### src/rtl/mips_pkg.sv
`default_nettype none
// ============================================================================
// mips_pkg : shared register-file constants and packed-slice helpers
// Rev 1.0
// ============================================================================
package mips_pkg;

   localparam int DATA_W_DEF = 32;
   localparam int ADDR_W_DEF = 5;
   localparam int ZERO_ADDR  = 0;

   // Bit offset of element idx inside a flat vector of width-bit elements
   function automatic int slice_lo(input int idx, input int width);
      return idx * width;
   endfunction

endpackage
`default_nettype wire

### src/rtl/regfile_wr_arb.sv
`default_nettype none
// ============================================================================
// regfile_wr_arb : per-address write-port priority resolve and read bypass pick
// Rev 1.0
// ============================================================================
module regfile_wr_arb
   import mips_pkg::*;
#(
   parameter int DATA_W   = DATA_W_DEF,
   parameter int ADDR_W   = ADDR_W_DEF,
   parameter int NUM_WR   = 1,
   parameter int NUM_RD   = 2,
   parameter int ZERO_REG = 1
) (
   input  logic [NUM_WR-1:0]                wr_en_i,
   input  logic [NUM_WR*ADDR_W-1:0]         wr_addr_i,
   input  logic [NUM_WR*DATA_W-1:0]         wr_data_i,
   input  logic [NUM_RD*ADDR_W-1:0]         rd_addr_i,
   output logic [(1<<ADDR_W)-1:0]           addr_we_o,
   output logic [(1<<ADDR_W)*DATA_W-1:0]    addr_wdata_o,
   output logic [NUM_RD-1:0]                byp_hit_o,
   output logic [NUM_RD*DATA_W-1:0]         byp_data_o
);

   localparam int DEPTH = 1 << ADDR_W;

   for (genvar a = 0; a < DEPTH; a++) begin : g_addr
      logic              w_we;
      logic [DATA_W-1:0] w_wd;

      // Later ports overwrite earlier matches, so the highest index wins
      always_comb begin
         w_we = 1'b0;
         w_wd = '0;
         for (int p = 0; p < NUM_WR; p++) begin
            if (wr_en_i[p] && (wr_addr_i[slice_lo(p, ADDR_W) +: ADDR_W] == ADDR_W'(a))) begin
               w_we = 1'b1;
               w_wd = wr_data_i[slice_lo(p, DATA_W) +: DATA_W];
            end
         end
         if ((ZERO_REG != 0) && (a == ZERO_ADDR)) begin
            w_we = 1'b0;
         end
      end

      assign addr_we_o[a]                              = w_we;
      assign addr_wdata_o[slice_lo(a, DATA_W) +: DATA_W] = w_wd;
   end : g_addr

   for (genvar r = 0; r < NUM_RD; r++) begin : g_rd
      logic [ADDR_W-1:0] w_ra;

      assign w_ra                                      = rd_addr_i[slice_lo(r, ADDR_W) +: ADDR_W];
      assign byp_hit_o[r]                              = addr_we_o[w_ra];
      assign byp_data_o[slice_lo(r, DATA_W) +: DATA_W] = addr_wdata_o[int'(w_ra) * DATA_W +: DATA_W];
   end : g_rd

endmodule
`default_nettype wire

### src/rtl/regfile_mp.sv
`default_nettype none
// ============================================================================
// regfile_mp : multi-port MIPS register file with bypass and pending scoreboard
// Rev 1.0
// ============================================================================
module regfile_mp
   import mips_pkg::*;
#(
   parameter int DATA_W   = DATA_W_DEF,
   parameter int ADDR_W   = ADDR_W_DEF,
   parameter int NUM_RD   = 2,
   parameter int NUM_WR   = 1,
   parameter int ZERO_REG = 1,
   parameter int BYPASS   = 1
) (
   input  logic                       CLK,
   input  logic                       RST,
   input  logic [NUM_WR-1:0]          wr_en,
   input  logic [NUM_WR*ADDR_W-1:0]   wr_addr,
   input  logic [NUM_WR*DATA_W-1:0]   wr_data,
   input  logic [NUM_RD-1:0]          rd_en,
   input  logic [NUM_RD*ADDR_W-1:0]   rd_addr,
   output logic [NUM_RD*DATA_W-1:0]   rd_data,
   output logic [NUM_RD-1:0]          rd_valid,
   output logic [NUM_RD-1:0]          rd_pending,
   input  logic                       alloc_en,
   input  logic [ADDR_W-1:0]          alloc_addr,
   output logic [(1<<ADDR_W)-1:0]     pend_vec
);

   localparam int DEPTH = 1 << ADDR_W;

   logic [DATA_W-1:0]        mem_q [DEPTH];
   logic [DEPTH-1:0]         pend_q, pend_d;
   logic [NUM_RD*DATA_W-1:0] rd_data_q, rd_data_d;
   logic [NUM_RD-1:0]        rd_valid_q, rd_valid_d;
   logic [NUM_RD-1:0]        rd_pending_q, rd_pending_d;

   logic [DEPTH-1:0]         w_addr_we;
   logic [DEPTH*DATA_W-1:0]  w_addr_wdata;
   logic [NUM_RD-1:0]        w_byp_hit;
   logic [NUM_RD*DATA_W-1:0] w_byp_data;
   logic                     w_alloc_ok;

   regfile_wr_arb #(
      .DATA_W   (DATA_W),
      .ADDR_W   (ADDR_W),
      .NUM_WR   (NUM_WR),
      .NUM_RD   (NUM_RD),
      .ZERO_REG (ZERO_REG)
   ) u_wr_arb (
      .wr_en_i      (wr_en),
      .wr_addr_i    (wr_addr),
      .wr_data_i    (wr_data),
      .rd_addr_i    (rd_addr),
      .addr_we_o    (w_addr_we),
      .addr_wdata_o (w_addr_wdata),
      .byp_hit_o    (w_byp_hit),
      .byp_data_o   (w_byp_data)
   );

   always_ff @(posedge CLK or posedge RST) begin
      if (RST) begin
         for (int a = 0; a < DEPTH; a++) begin
            mem_q[a] <= '0;
         end
      end else begin
         for (int a = 0; a < DEPTH; a++) begin
            if (w_addr_we[a]) begin
               mem_q[a] <= w_addr_wdata[slice_lo(a, DATA_W) +: DATA_W];
            end
         end
      end
   end

   assign w_alloc_ok = alloc_en && !((ZERO_REG != 0) && (alloc_addr == ADDR_W'(ZERO_ADDR)));

   // Alloc is applied after the write clears: a new producer supersedes the old one
   always_comb begin
      pend_d = pend_q & ~w_addr_we;
      if (w_alloc_ok) begin
         pend_d[alloc_addr] = 1'b1;
      end
   end

   for (genvar r = 0; r < NUM_RD; r++) begin : g_rd
      logic [ADDR_W-1:0] w_ra;
      logic              w_zero;
      logic [DATA_W-1:0] w_rdat;
      logic              w_rpend;

      assign w_ra   = rd_addr[slice_lo(r, ADDR_W) +: ADDR_W];
      assign w_zero = (ZERO_REG != 0) && (w_ra == ADDR_W'(ZERO_ADDR));

      always_comb begin
         w_rdat  = mem_q[w_ra];
         w_rpend = pend_q[w_ra];
         if (BYPASS != 0) begin
            w_rpend = pend_d[w_ra];
            if (w_byp_hit[r]) begin
               w_rdat = w_byp_data[slice_lo(r, DATA_W) +: DATA_W];
            end
         end
         if (w_zero) begin
            w_rdat  = '0;
            w_rpend = 1'b0;
         end
      end

      assign rd_data_d[slice_lo(r, DATA_W) +: DATA_W] =
         rd_en[r] ? w_rdat : rd_data_q[slice_lo(r, DATA_W) +: DATA_W];
      assign rd_pending_d[r] = rd_en[r] ? w_rpend : rd_pending_q[r];
   end : g_rd

   assign rd_valid_d = rd_en;

   always_ff @(posedge CLK or posedge RST) begin
      if (RST) begin
         pend_q       <= '0;
         rd_data_q    <= '0;
         rd_valid_q   <= '0;
         rd_pending_q <= '0;
      end else begin
         pend_q       <= pend_d;
         rd_data_q    <= rd_data_d;
         rd_valid_q   <= rd_valid_d;
         rd_pending_q <= rd_pending_d;
      end
   end

   assign rd_data    = rd_data_q;
   assign rd_valid   = rd_valid_q;
   assign rd_pending = rd_pending_q;
   assign pend_vec   = pend_q;

endmodule
`default_nettype wire

### config.mk
export PLATFORM = sky130hd
export DESIGN_NAME = regfile_mp
export DESIGN_NICKNAME = d
export VERILOG_FILES = /design/src/rtl/mips_pkg.sv /design/src/rtl/regfile_wr_arb.sv /design/src/rtl/regfile_mp.sv
export SDC_FILE = /design/constraint.sdc
export NUM_CORES = 2
export LEC_CHECK = 0
export ABC_AREA = 1
export CAP_MARGIN = 20
export CELL_PAD_IN_SITES_DETAIL_PLACEMENT = 0
export CELL_PAD_IN_SITES_GLOBAL_PLACEMENT = 1
export CORE_AREA = 2 2 394 396
export DETAILED_ROUTE_END_ITERATION = 10
export DIE_AREA = 0 0 396 398
export MAX_ROUTING_LAYER = met4
export PLACE_DENSITY_LB_ADDON = 0.1
export SYNTH_ARGS = -nofsm -noshare
export SYNTH_HDL_FRONTEND = slang
export SYNTH_SLANG_ARGS = --single-unit
### constraint.sdc
create_clock -name CLK -period 45.2 [get_ports CLK]
set_clock_uncertainty 0.15 [all_clocks]
set_input_delay 9.04 -clock CLK [delete_from_list [all_inputs] [get_ports CLK]]
set_output_delay 9.04 -clock CLK [all_outputs]
set_load 0.02 [all_outputs]
After elaboration in Yosys (flattened, before gate mapping)
Cells that the tools add are included.
{ "classes": {"order_cmp": 6, "eq_ne": 31, "n_shift": 2, "muxes": 86, "bitwise": 5, "n_reduce_logical": 39} }
{ "op_table": {"columns": ["op", "count"], "rows": [
  ["$shiftx A1024 B11 Y32", 2],
  ["$mux W32", 41],
  ["$bmux W32 S5", 2],
  ["$eq A5 B5 Y1 const B", 16],
  ["$eq A5 B4 Y1 const B", 8],
  ["$mux W1", 38],
  ["$logic_and A1 B1 Y1", 34],
  ["$and A32 B32 Y32", 1],
  ["$not A32 Y32", 1],
  ["$or A32 B32 Y32", 1],
  ["$bmux W1 S5", 4],
  ["$eq A5 B3 Y1 const B", 4],
  ["$logic_not A5 Y1", 4],
  ["$lt A5 B6 Y1 const B", 3],
  ["$ge A6 B6 Y1 const B", 2],
  ["$not A5 Y6", 2],
  ["$eq A5 B2 Y1 const B", 2],
  ["$demux W1 S5", 1],
  ["$eq A5 B1 Y1 const B", 1],
  ["$ge A5 B1 Y1 const B", 1],
  ["$logic_not A1 Y1", 1]
]} }
{ "word_totals": {"ff_bits": 1092, "inputBits": 58, "output_inout_bits": 100, "elab_cells": 206} }

Depth between registers and ports, before layout
{ "depth": {"depth_word": 10, "ltp_mapped": 19, "mapped_depth_nobuf": 17} }

Modules after synthesis
A second synthesis with hierarchy kept.
{ "unflattened": {"hier_cells": 10890, "area_unflattened_um2": 71499.8} }
{ "modules_own_cells": {"columns": ["mod", "n_inst", "cells_per_inst", "area_per_inst_um2", "seq_area_each_um2"], "rows": [
  ["regfile_mp", 1, 8420, 61285.0, 28127.0],
  ["regfile_wr_arb", 1, 2470, 10214.8, 0.0]
]} }

Least setup slack after synthesis
OpenSTA, ideal clock, no wires.
{ "synth_timing": {"path_type": "in2reg", "startpoint": "input port rd_addr[5]", "endpoint": "register rd_data_q[36] (netlist: rd_data[36])", "setup_ps": 116, "t_arrival_ps": 10673, "required_time_ps": 44934, "setup_slack_ps": 34261, "stages": 12, "n_path_buf": 4, "cell_sequence": "buf_2 > nor2_1 > clkbuf_1 > inv_1 > o31ai_1 > inv_1 > clkbuf_1 > clkbuf_1 > nand2_1 > clkinv_1 > nand2_1 > nand2_1"} }
{ "synth_between": {"elab_chain_cells": 6, "elab_cells_between_ends": 10, "classes_between": "shift (1); mux (7); bitwise (1); reduce/logical (1)"} }
{ "synth_lines": {"columns": ["element", "line_no", "source"], "rows": [
  ["start: declaration", "regfile_mp.sv:22", "input logic [NUM_RD*ADDR_W-1:0] rd_addr,"],
  ["parallel branches: the longest is 5 deep, another holds $shiftx A1024 B11 Y32", null, null],
  ["$mux W32 (*)", "regfile_mp.sv:104", "if (w_zero) begin"],
  ["end signal: assignment", "regfile_mp.sv:125", "rd_data_q <= rd_data_d;"],
  ["end: declaration", "regfile_mp.sv:35", "logic [NUM_RD*DATA_W-1:0] rd_data_q, rd_data_d;"]
]} }
Mark *: on every way between the ends. The select of a mux whose other input is x is not followed.
A chain may end at the register's enable or synchronous reset.

Worst setup path in the final report
{ "layout_timing": {"startpoint": "input port wr_addr[4]", "endpoint": "register rd_data_q[63] (netlist: rd_data[63])"} }
{ "layout_between": {"elab_chain_cells": 7, "elab_cells_between_ends": 132, "classes_between": "eq/ne (31); shift (1); mux (67); reduce/logical (33)"} }
{ "layout_lines": {"columns": ["element", "line_no", "source"], "rows": [
  ["start: declaration", "regfile_mp.sv:19", "input logic [NUM_WR*ADDR_W-1:0] wr_addr,"],
  ["parallel branches: the longest is 5 deep, another holds $shiftx A1024 B11 Y32", null, null],
  ["$mux W32 (*)", "regfile_mp.sv:100", "if (w_byp_hit[r]) begin"],
  ["$mux W32 (*)", "regfile_mp.sv:104", null]
]} }
Marked as above.

==> impl_metrics.env <==
export IMPL_run_status="finished clean"
export IMPL_fin_area_sq_mm=0.0777
export IMPL_post_place_worst_slack_ns=31.06
export IMPL_fp_dieArea_sq_mm=0.158
export IMPL_drive_gt1_frac=0.0554
export IMPL_logic_pwr_share=0.246
export IMPL_cts_clk_slew_worst_paths_ns=0.07
export IMPL_detailedRoute_firstIterationViolations=14134
export IMPL_first_global_vias=76522
export IMPL_route_antenna_remaining_nets=0
export IMPL_synth_seq_cells=1092
export IMPL_post_synth_instance_area_sq_mm=0.0701
export IMPL_final_hold_violation_count=0
export IMPL_totalNegativeSetupSlack_ns=0
export IMPL_maximum_frequency_from_static_timing_analysis_mhz=72.9
export IMPL_total_leakage_power_nw=36.1
export IMPL_synth_enable_flop_cells=0
export IMPL_finalCoreUtilization=0.506
export IMPL_cp_data_arrival_time_ns=14.24
export IMPL_io_pin_count=158
export IMPL_vdd_ir_drop_max_mv=0.0380
export IMPL_grt_start_max_net_pins=154
export IMPL_fin_nets=10350
export IMPL_detail_route_wl_per_cell_um=34.2
export IMPL_initial_antenna_violation_count=53
export IMPL_tritoncts="built"
export IMPL_detail_route_first_pass_iterations=8
export IMPL_total_switching_power_mw=1.21
export IMPL_slack_of_the_critical_path_ns=31.48
export IMPL_fin_crit_ns=13.72
export IMPL_synth_seq_area_share=0.390
export IMPL_internal_power_mw=2.11
export IMPL_area_growth_pct=10.8
export IMPL_power_share_clock=0.354
export IMPL_synthesis_instances=10691
export IMPL_port_buffers=157
export IMPL_detail_route_wirelength_um=428000
export IMPL_post_synth_cell_area_avg_sq_um=6.56
export IMPL_critical_path_max_fanout=45
export IMPL_h_tree_depth=4
export IMPL_drv_max_cap_violation_count=0
export IMPL_cts_sinks=1092
export IMPL_crit_path_end_kind="flip-flop"
export IMPL_clock_insertion_delay_worst_skew_ns=0.81
export IMPL_synthDistinctLibCells=35
export IMPL_route_detailed_drc=0
export IMPL_last_weighted_congestion_value_of_the_routability_driven_placer=1.09
export IMPL_count_of_instances_resized_after_the_clock_tree_is_built=0
export IMPL_worst_pin_slew_ns=1.31
export IMPL_grt_setup_unrepaired="no"
export IMPL_place_area_sq_mm=0.0727
export IMPL_grt_overflow_total=0
export IMPL_power_density_cell_area_mw_per_mm2=42.7
export IMPL_initial_cell_density_of_the_core=0.457
export IMPL_sequentialPowerShare=0.400
export IMPL_cts_root_buffer_cell="clkbuf_16"
export IMPL_dp_hpwl_um=261000
export IMPL_avgViaCountPerCell=6.68
export IMPL_placed_cells_incl_taps=12193
export IMPL_switching_share=0.364
export IMPL_synth_ff_type="dfrtp_1"
export IMPL_syn_num_nets=10749
export IMPL_layoutNonFillerInstCount=12508
export IMPL_synth_yosys_warnings=0
export IMPL_fp_coreArea_sq_mm=0.153
export IMPL_final_max_slew_violation_count=0
export IMPL_setup_violations=0
export IMPL_hold_path_class="reg2reg"
export IMPL_routed_via_count=83537
export IMPL_startpoint_type="input pin"
export IMPL_holdBufCountCts=0
export IMPL_cts_setup_buffers=0
export IMPL_critPathKind="in2reg"
export IMPL_cts_buffer_depth=3
export IMPL_whs_ns=0.298
export IMPL_postSynth_asyncResetShare=1.00
export IMPL_cp_required_ns=45.73
export IMPL_core_rowCount=144
export IMPL_fp_dieH_um=398
export IMPL_die_width_um=396
export IMPL_finalPower_mw=3.32
export IMPL_period_share=0.303
export IMPL_slew_headroom=0.126
export IMPL_grtUsageTotal=0.546
export IMPL_wire_length_of_the_first_global_routing_pass_um=594000
export IMPL_numCtsBuffers=138
cell usage in the layout (no fill, tap or decap), drive strengths merged, types with 2 or more instances in the layout:
| cell | synthesis | layout |
|---|---|---|
| clkdlybuf4s50 | 0 | 147 |
| a21oi | 665 | 665 |
| o31ai | 2 | 2 |
| diode | 0 | 75 |
| clkinv | 19 | 37 |
| clkbuf | 601 | 205 |
| nor3 | 6 | 6 |
| o211ai | 281 | 281 |
| o21a | 3 | 3 |
| o2111ai | 41 | 41 |
| nand4 | 293 | 293 |
| o21ai | 1392 | 1392 |
| nand3b | 4 | 4 |
| inv | 760 | 763 |
| o221ai | 3 | 3 |
| a211oi | 3 | 3 |
| nor2 | 334 | 334 |
| or2 | 16 | 16 |
| o22ai | 2 | 2 |
| nand2 | 3643 | 3643 |
| o21bai | 55 | 55 |
| bufinv | 0 | 12 |
| dfrtp | 1092 | 1092 |
| nand3 | 1136 | 1136 |
| buf | 332 | 245 |
| and2 | 4 | 4 |
logic make-up (layout without fill, tap and decap cells):
| kind of cell | Yosys count | count (layout) | share of synthesized area |
|---|---|---|---|
| DFF | 1092 | 1092 | 0.390 |
| and+or+nand+nor | 5436 | 5436 | 0.325 |
| AOI/OAI and AO/OA | 2451 | 2451 | 0.190 |
| other | 0 | 75 | 0 |
| buffers and inverters | 1712 | 1410 | 0.0955 |
cell usage after synthesis, drive strengths merged (41+ instances only):
library cell,number,share of area
nand2,3643,0.20
o21ai,1392,0.099
nand3,1136,0.082
dfrtp,1092,0.39
inv,760,0.041
a21oi,665,0.047
clkbuf,601,0.032
nor2,334,0.019
buf,332,0.022
nand4,293,0.026
o211ai,281,0.030
o21bai,55,0.0059
o2111ai,41,0.0051
sequential cells by signal, indices dropped and copies added (netlist names):
name	flops
mem_q	992
rd_data	64
pend_vec	32
rd_pending	2
rd_valid	2
power by group through the flow:
stage | clock network, mW | logic (mW) | registers [mW]
detailed placement | 0 | 0.778 | 1.33
floorplan | 0 | 0.476 | 1.30
global placement | 0 | 0.768 | 1.33
finish | 1.17 | 0.817 | 1.33
global route | 1.21 | 0.877 | 1.35
CTS | 1.17 | 0.781 | 1.32
worst max-delay path, stage by stage:
cell             delay [ns]
clkdlybuf4s50_1        0.53
nand2_1                0.60
inv_2                  0.21
buf_4                  0.60
nand3_1                0.83
nand2_1                0.29
nand2_1                0.08
nand2_1                0.13
nand3_1                0.17
nand3_1                0.18
nand3_2                0.10
nand2_2                0.50
buf_4                  0.59
nand3_1                0.14
nand3_1                0.10
nand2_1                0.06
worst paths after layout:
path,from,to,slack [ns],cells after the start
min in group asynchronous,RST,mem_q[887]$_DFFE_PP0N_,8.60,2
worst min register to register,pend_vec[0]$_DFF_PP0_,pend_vec[0]$_DFF_PP0_,0.30,0
worst max register to register,mem_q[926]$_DFFE_PP0N_,rd_data[30]$_DFFE_PP0P_,43.03,12
worst max-delay path,wr_addr[4],rd_data[63]$_DFFE_PP0P_,31.48,16
worst min-delay path,pend_vec[0]$_DFF_PP0_,pend_vec[0]$_DFF_PP0_,0.30,0
max in group asynchronous,RST,mem_q[645]$_DFFE_PP0N_,32.38,6
layer usage:
layer  global-route usage  vias to the layer above  part of all wire
met5                    -                        -                 0
met4                0.440                        0             0.097
met3                0.217                     2055              0.16
met2                0.722                     7389              0.39
met1                0.650                    39421              0.35
li1                     -                    34672                 -
final cells by class:
| cell class | instances | area (sq um) |
|---|---|---|
| Fill cell | 15600 | 75700 |
| Multi-Input combinational cell | 7887 | 36400 |
| Sequential cell | 1092 | 27300 |
| Clock buffer | 203 | 4130 |
| Timing Repair Buffer | 394 | 3570 |
| Inverter | 779 | 2990 |
| Tap cell | 2044 | 2560 |
| Clock inverter | 34 | 526 |
| Antenna cell | 75 | 188 |
Note: power is estimated with default switching activity, not from simulation.
